`config.mk`:
```
export PLATFORM = sky130hd
export DESIGN_NAME = fifo_frame_reader
export DESIGN_NICKNAME = d
export VERILOG_FILES = /design/src/rtl/fifo_frame_reader.sv
export SDC_FILE = /design/constraint.sdc
export NUM_CORES = 1
export LEC_CHECK = 0
export ABC_AREA = 1
export CAP_MARGIN = 25
export CORE_MARGIN = 5
export CORE_UTILIZATION = 57
export DETAILED_ROUTE_END_ITERATION = 12
export DONT_BUFFER_PORTS = 1
export GPL_TIMING_DRIVEN = 1
export PLACE_DENSITY = 0.86
export SLEW_MARGIN = 20
export SYNTH_ARGS = -nofsm -noshare
export SYNTH_HDL_FRONTEND = slang
export SYNTH_SLANG_ARGS = --single-unit
```
`constraint.sdc`:
```
create_clock -name rd_clk -period 1.7 [get_ports rd_clk]
set_input_delay 0.17 -clock rd_clk [delete_from_list [all_inputs] [get_ports rd_clk]]
set_output_delay 0.17 -clock rd_clk [all_outputs]
set_load 0.05 [all_outputs]
```
`src/rtl/fifo_frame_reader.sv`:
```
// Read-side controller for a show-ahead FIFO. Pops samples and re-emits them as framed
// valid/ready streams (m_tlast on the final sample) through a 2-entry output skid buffer.
module fifo_frame_reader #(
   parameter int unsigned DATA_WIDTH = 31,
   parameter int unsigned FRAME_LEN  = 1024,
   parameter int unsigned CNT_WIDTH  = 16
) (
   input  logic                  rd_clk,
   input  logic                  rd_rst_n,
   input  logic                  start,
   input  logic                  cont_mode,
   input  logic                  abort,
   input  logic                  rd_vld,
   input  logic [DATA_WIDTH-1:0] rd_data,
   output logic                  rd_en,
   output logic                  m_tvalid,
   input  logic                  m_tready,
   output logic [DATA_WIDTH-1:0] m_tdata,
   output logic                  m_tlast,
   output logic                  busy,
   output logic                  frame_done,
   output logic [CNT_WIDTH-1:0]  frame_cnt,
   output logic [CNT_WIDTH-1:0]  underrun_cnt
);

   typedef enum logic [1:0] {StIdle, StRun, StDrain} state_e;

   localparam logic [CNT_WIDTH-1:0] LastIdx = CNT_WIDTH'(FRAME_LEN - 1);
   localparam logic [CNT_WIDTH-1:0] CntOne  = CNT_WIDTH'(1);

   state_e                state_q, state_d;
   logic [1:0]            occ_q, occ_d;
   logic [DATA_WIDTH-1:0] head_q, head_d;
   logic [DATA_WIDTH-1:0] spare_q, spare_d;
   logic [CNT_WIDTH-1:0]  rd_idx_q, rd_idx_d;
   logic [CNT_WIDTH-1:0]  out_idx_q, out_idx_d;
   logic                  frame_done_q;
   logic [CNT_WIDTH-1:0]  frame_cnt_q;
   logic [CNT_WIDTH-1:0]  underrun_q;

   logic push;
   logic pop;
   logic last_hs;

   // occ_q is registered, so rd_en never sees m_tready combinationally
   assign rd_en    = (state_q == StRun) && rd_vld && (occ_q < 2'd2) && !abort;
   assign push     = rd_en;
   assign m_tvalid = (occ_q != 2'd0);
   assign pop      = m_tvalid && m_tready;
   assign m_tdata  = head_q;
   assign m_tlast  = m_tvalid && (out_idx_q == LastIdx);
   assign last_hs  = pop && (out_idx_q == LastIdx);

   assign busy         = (state_q != StIdle);
   assign frame_done   = frame_done_q;
   assign frame_cnt    = frame_cnt_q;
   assign underrun_cnt = underrun_q;

   always_comb begin
      state_d   = state_q;
      rd_idx_d  = rd_idx_q;
      out_idx_d = out_idx_q;
      if (push) rd_idx_d = rd_idx_q + CntOne;
      if (pop) out_idx_d = out_idx_q + CntOne;
      unique case (state_q)
         StIdle: begin
            if (start) begin
               state_d   = StRun;
               rd_idx_d  = '0;
               out_idx_d = '0;
            end
         end
         StRun: begin
            if (push && (rd_idx_q == LastIdx)) state_d = StDrain;
         end
         StDrain: begin
            if (last_hs) begin
               state_d   = cont_mode ? StRun : StIdle;
               rd_idx_d  = '0;
               out_idx_d = '0;
            end
         end
         default: state_d = StIdle;
      endcase
      if (abort) begin
         state_d   = StIdle;
         rd_idx_d  = '0;
         out_idx_d = '0;
      end
   end

   // Skid buffer: head drives the output, spare catches a push while the head is stalled
   always_comb begin
      occ_d   = occ_q;
      head_d  = head_q;
      spare_d = spare_q;
      unique case ({push, pop})
         2'b10: begin
            if (occ_q == 2'd0) head_d = rd_data;
            else spare_d = rd_data;
            occ_d = occ_q + 2'd1;
         end
         2'b01: begin
            head_d = spare_q;
            occ_d  = occ_q - 2'd1;
         end
         2'b11: head_d = rd_data;  // push needs occ<2 and pop needs occ>0, so occ==1 here
         default: ;
      endcase
      if (abort) occ_d = 2'd0;
   end

   always_ff @(posedge rd_clk or negedge rd_rst_n) begin
      if (!rd_rst_n) begin
         state_q      <= StIdle;
         occ_q        <= 2'd0;
         head_q       <= '0;
         spare_q      <= '0;
         rd_idx_q     <= '0;
         out_idx_q    <= '0;
         frame_done_q <= 1'b0;
         frame_cnt_q  <= '0;
         underrun_q   <= '0;
      end else begin
         state_q      <= state_d;
         occ_q        <= occ_d;
         head_q       <= head_d;
         spare_q      <= spare_d;
         rd_idx_q     <= rd_idx_d;
         out_idx_q    <= out_idx_d;
         frame_done_q <= last_hs && !abort;
         if (last_hs && !abort) frame_cnt_q <= frame_cnt_q + CntOne;
         if ((state_q == StRun) && !rd_vld && (underrun_q != '1)) begin
            underrun_q <= underrun_q + CntOne;
         end
      end
   end

endmodule

```
Word-level counts from Yosys, hierarchy flattened
Index checks and enable logic that the tools add are counted. Widths: inputs -> output; s select.

Bits in registers: 131. Input port bits: 38. Output and inout bits: 68. Word-level logic and storage cells: 70.

Add/sub/neg operators: 6. $lt $le $gt $ge: 1. Eq/ne operators: 12. Multiplexer cells: 20. Bitwise gates (word level): 1. Reductions and logical operators: 21.

Operators with widths (count): $mux 16 (8); $pmux 31 s3 (1); $add 16x1->16 const B (4); $pmux 16 s2 (2); $eq 16x10->1 const B (2); $mux 31 (1); $ne 16x16->1 const B (1); $logic_and 1x1->1 (10); $mux 2 (5); $eq 2x2->1 const B (3); $ne 3x3->1 const B (2); $pmux 2 s3 (1); $reduce_bool 3->1 (2); $eq 2x1->1 const B (2); $logic_not 2->1 (2); $pmux 2 s2 (1); $reduce_and 2->1 (2); $reduce_bool 2->1 (2); $ne 3x2->1 const B (1); $reduce_and 3->1 (1); $add 2x1->2 const B (1); $logic_not 1->1 (2); $lt 2x2->1 const B (1); $ne 2x2->1 const B (1); other kinds (3) (3).

Depth between registers and ports, before layout
Depth after elaboration: 8. Mapped depth: 11. Gate-level depth less buffers: 10.

Worst setup path after synthesis
Ideal clock, no wire load.

Path type: register to register. From: reg underrun_q[1] (netlist: underrun_cnt[1]). To: reg underrun_q[10] (netlist: underrun_cnt[10]). Library setup time: 147 ps. Data arrival time: 1699 ps. Data required time: 1553 ps. Setup slack: -146 ps. Stages on the path, launching flop included: 8. Path buffers: 0. Clock period less this slack: 1846 ps. Path through: dfrtp_1 > ha_1 > nand3_1 > nor3_2 > nand3_1 > nand2_2 > nor2_1 > xor2_1.

Longest elaborated chain between the ends: 2. Elaborated cells on any way between the ends: 3. Classes of those cells: add/sub (1); eq/ne (1); reduce/logical (1).

Ends and longest elaborated chain: from (decl) (line 39) `logic [CNT_WIDTH-1:0] underrun_q;`; from (signal assigned) (line 134) `underrun_q <= underrun_q + CntOne;`; parallel branches: the longest is 2 deep, another holds $add 16x1->16.

Several ways; the timed one is not identified. A chain may end at the register's enable or synchronous reset.

Final worst setup path
From: reg out_idx_q[0]. To: reg rd_idx_q[4].

Longest elaborated chain between the ends: 5.

Ends and longest elaborated chain: from (decl) (line 36) `logic [CNT_WIDTH-1:0] out_idx_q, out_idx_d;`; from (signal assigned) (line 130) `out_idx_q <= out_idx_d;`; $eq 16x10->1 (line 52) `assign last_hs = pop && (out_idx_q == LastIdx);`; $logic_and 1x1->1 (line 52); $mux 16 (line 77) `if (last_hs) begin`; $pmux 16 s2 (line 65) `unique case (state_q)`; $mux 16 (line 85) `if (abort) begin`; named net rd_idx_d[4] (line 35) `logic [CNT_WIDTH-1:0] rd_idx_q, rd_idx_d;`; to (signal assigned) (line 129) `rd_idx_q <= rd_idx_d;`; to (decl) (line 35).

The timed path passes the listed nets, and every way through them passes these cells.

==> results.cfg <==
[die]
dieArea_um2 = 13670
core_um2 = 11320
ios = 106
die-width_um = 116.9
start_util_pct = 57.57
die_h_um = 116.9
row_count = 39

[logic_synthesis]
netlist.area_leader.share_pct = 50.30
synth-seq-cells = 131
ys_warn_count = 0
synth.distinct_cells = 40
syn_nets = 773
synth-seq-area-share_pct = 50.30
netlist_area_um2 = 6518
synth_area_leaders = dfrtp_1 (50%), nand2_1 (6.7%), nor2_1 (6.3%)
syn_area_per_cell_um2 = 8.916
synth_top_area_cell = dfrtp_1
synth_cells = 731

[cells_and_area]
multi_input_area_um2 = 2873
area_growth_pct = 30.50
post-route-util_pct = 75.13
final_cells = 1007
layout_common_cells = dfrtp_1 (128), nand2_1 (115), nor2_1 (103)
drive_above_1_share_pct = 23.15
n_antenna_cell = 0
final-seq-area_um2 = 3282
fillerInstances = 674
finalNetCount = 893
final_common_cell = dfrtp_1

[setup_path]
cpPeakStageDelay_ns = 0.42
slowest_stage = dfrtp_1
cp.required_ns = 2.00
cp_common_cell = nor2_4
cp_data_arrival_time_ns = 2.20
rrSetupSlack_ns = -0.20
path_class = reg2reg
end_kind = flop
crit_chain = ha_4 > nand3_4 > nor2_4 > buf_4 > buf_6 > nand4_4 > nor2_4 > nand2_2 > nand2_4 > clkbuf_16 > nor2_1
path_max_fanout = 6
startpoint_type = flop

[detailed_routing]
vias = 5764
routedWlPerCell_um = 17.49
firstDrtPassIters = 5
viasPerCell = 5.724
wirelength_um = 17620
ant_nets = 0
drt_iter0_drc = 678
drcViolationCount = 0

[sta]
finalSetupViolCount = 46
skew_ns = 0.006919
fin_crit_ns = 1.904
worst_slew_pin_slew_ns = 0.5118
finalCritPeriodShare_pct = 112.0
rsz0062_at_grt = true
hold_viol = 131
maxSlewHeadroom_pct = 65.88
hold_ws_ns = -0.5512
max_freq_ghz = 0.5253
drv_slew = 0
fin_ws_ns = -0.2037

[global_route]
top_usage_layer = met2
grtUsageTotal_pct = 25.05
antenna_found_initial = 0
grtUsageMet1_pct = 27.88
grt_pass1_wl_um = 26790
grt_pass1_vias = 5719
grt_overflow_total = 0
grt_max_degree = 132
use_met2_pct = 44.48
grtUsageMet3_pct = 6.118

[placed_design]
placed_cells = 916
place_ws_ns = -0.09589
hpwl_um = 10280
gp_congestion = 0.8823
portBuffers = 0

[clock_tree]
holdBufCountCts = 33
cts_buffer_depth = 2
clock_latency_ns = 0.42
clkTransAtPathRegs_ns = 0.06
root_buffer = clkbuf_16
cts_buffers = 17
htreeDepth = 4
cts.sinks = 131
cts_tree = yes

[worst_hold_path]
hp-class = in2async

[outcome]
status = complete, but fails checks
failed_checks = hold timing, setup timing

[pwr]
ir_worst_vdd_v = 0.001175
p_leak_uw = 0.004144
power_density_nw_per_um2 = 1402

[flow_run]
drv_cap = 0
==> critical path: cells and delay by family (launching register included) <==
kind / cells / cell delay (ns)
adder cells (fa/ha/maj): 1 / 0.18
AND/OR/NAND/NOR: 7 / 0.79
flip-flops: 1 / 0.42
buffers and inverters: 3 / 0.39
==> flip-flops by register name, indices dropped and copies added, names as in the netlist <==
register      cells
state_q           2
underrun_cnt     16
spare_q          31
m_tdata          31
rd_idx_q         16
frame_done        1
frame_cnt        16
occ_q             2
out_idx_q        16
==> through the flow <==
stage	instance area (um^2)	total power, uW	hold slack (ns)	TNS [ns]
after floorplan	6524	7171	-0.1256	0
after global placement	7101	7645	-0.1223	0
after detailed placement	7101	7835	-0.1220	-1.152
after CTS	8207	11750	-0.5687	-0.9455
after global routing	8506	12390	-0.5711	-10.64
final	8506	11920	-0.5512	-6.291
==> cell usage after synthesis <==
cell type / count
nand4_2: 1
nor2_2: 4
nand3b_2: 1
nand2_1: 117
nor2_8: 2
mux2_1: 1
nand4_1: 9
xnor2_1: 12
nor3b_1: 1
o21ai_4: 1
inv_4: 1
xor2_1: 30
o21ai_1: 29
buf_4: 7
o211ai_1: 1
o21ai_0: 17
nand3b_1: 5
nand3_1: 42
buf_6: 4
clkbuf_1: 4
a21oi_1: 8
nand3_2: 2
o22ai_1: 31
nor3_1: 20
buf_8: 1
nor3_2: 1
nor2_1: 109
buf_2: 5
nand2_4: 1
dfrtp_1: 131
inv_2: 6
nor2_4: 1
clkbuf_2: 1
a21boi_0: 1
nand3_4: 1
ha_1: 4
inv_1: 82
mux2_2: 30
nor3_4: 2
nand2_2: 5
==> routing by layer <==
layer  vias to the layer above  part of all wire [%]
met3                        79                   6.8
met5                         -                     0
met2                       284                    51
met1                      2793                    38
li1                       2608                     -
met4                         0                   4.5
==> final timing paths <==
check / endpoint / cells after the start / startpoint
worst max-delay path: rd_idx_q[4] / 11 / out_idx_q[0]
worst min-delay path: frame_cnt[4] / 0 / rd_rst_n
worst max register to register: rd_idx_q[4] / 11 / out_idx_q[0]
worst min register to register: spare_q[18] / 1 / spare_q[18]
max in group asynchronous: out_idx_q[7] / 0 / rd_rst_n
min in group rd_clk: m_tdata[30] / 2 / rd_data[30]
==> layout make-up <==
cell class / instances / area share [%]
Clock buffer: 24 / 6.016
Clock inverter: 8 / 1.147
Inverter: 89 / 3.986
Multi-Input combinational cell: 489 / 33.77
Sequential cell: 131 / 38.58
Tap cell: 143 / 2.104
Timing Repair Buffer: 123 / 14.39
==> what timing repair did <==
item                       CTS  global route
hold endpoints to repair   203           131
cloned                       2             3
resized for setup           12            27
setup buffers                8            16
pin swaps                    5            14
setup endpoints to repair   59           112
==> power breakdown <==
part | internal, uW | total (uW) | leakage [uW] | switching (uW)
Sequential | 3900 | 5590 | 0.00167 | 1690
Combinational | 1130 | 2630 | 0.00218 | 1510
Clock | 2380 | 3700 | 0.000294 | 1320
==> kinds of logic after synthesis <==
logic type | synth area share, %
buffers and inverters | 7.583
multiplexers | 5.356
AO/OA/AOI/OAI | 7.602
AND/OR/NAND/NOR | 22.75
flip-flops | 50.30
XOR/XNOR | 5.644
adder cells (fa/ha/maj) | 0.7679
Note: power is estimated with default switching activity, not from simulation.
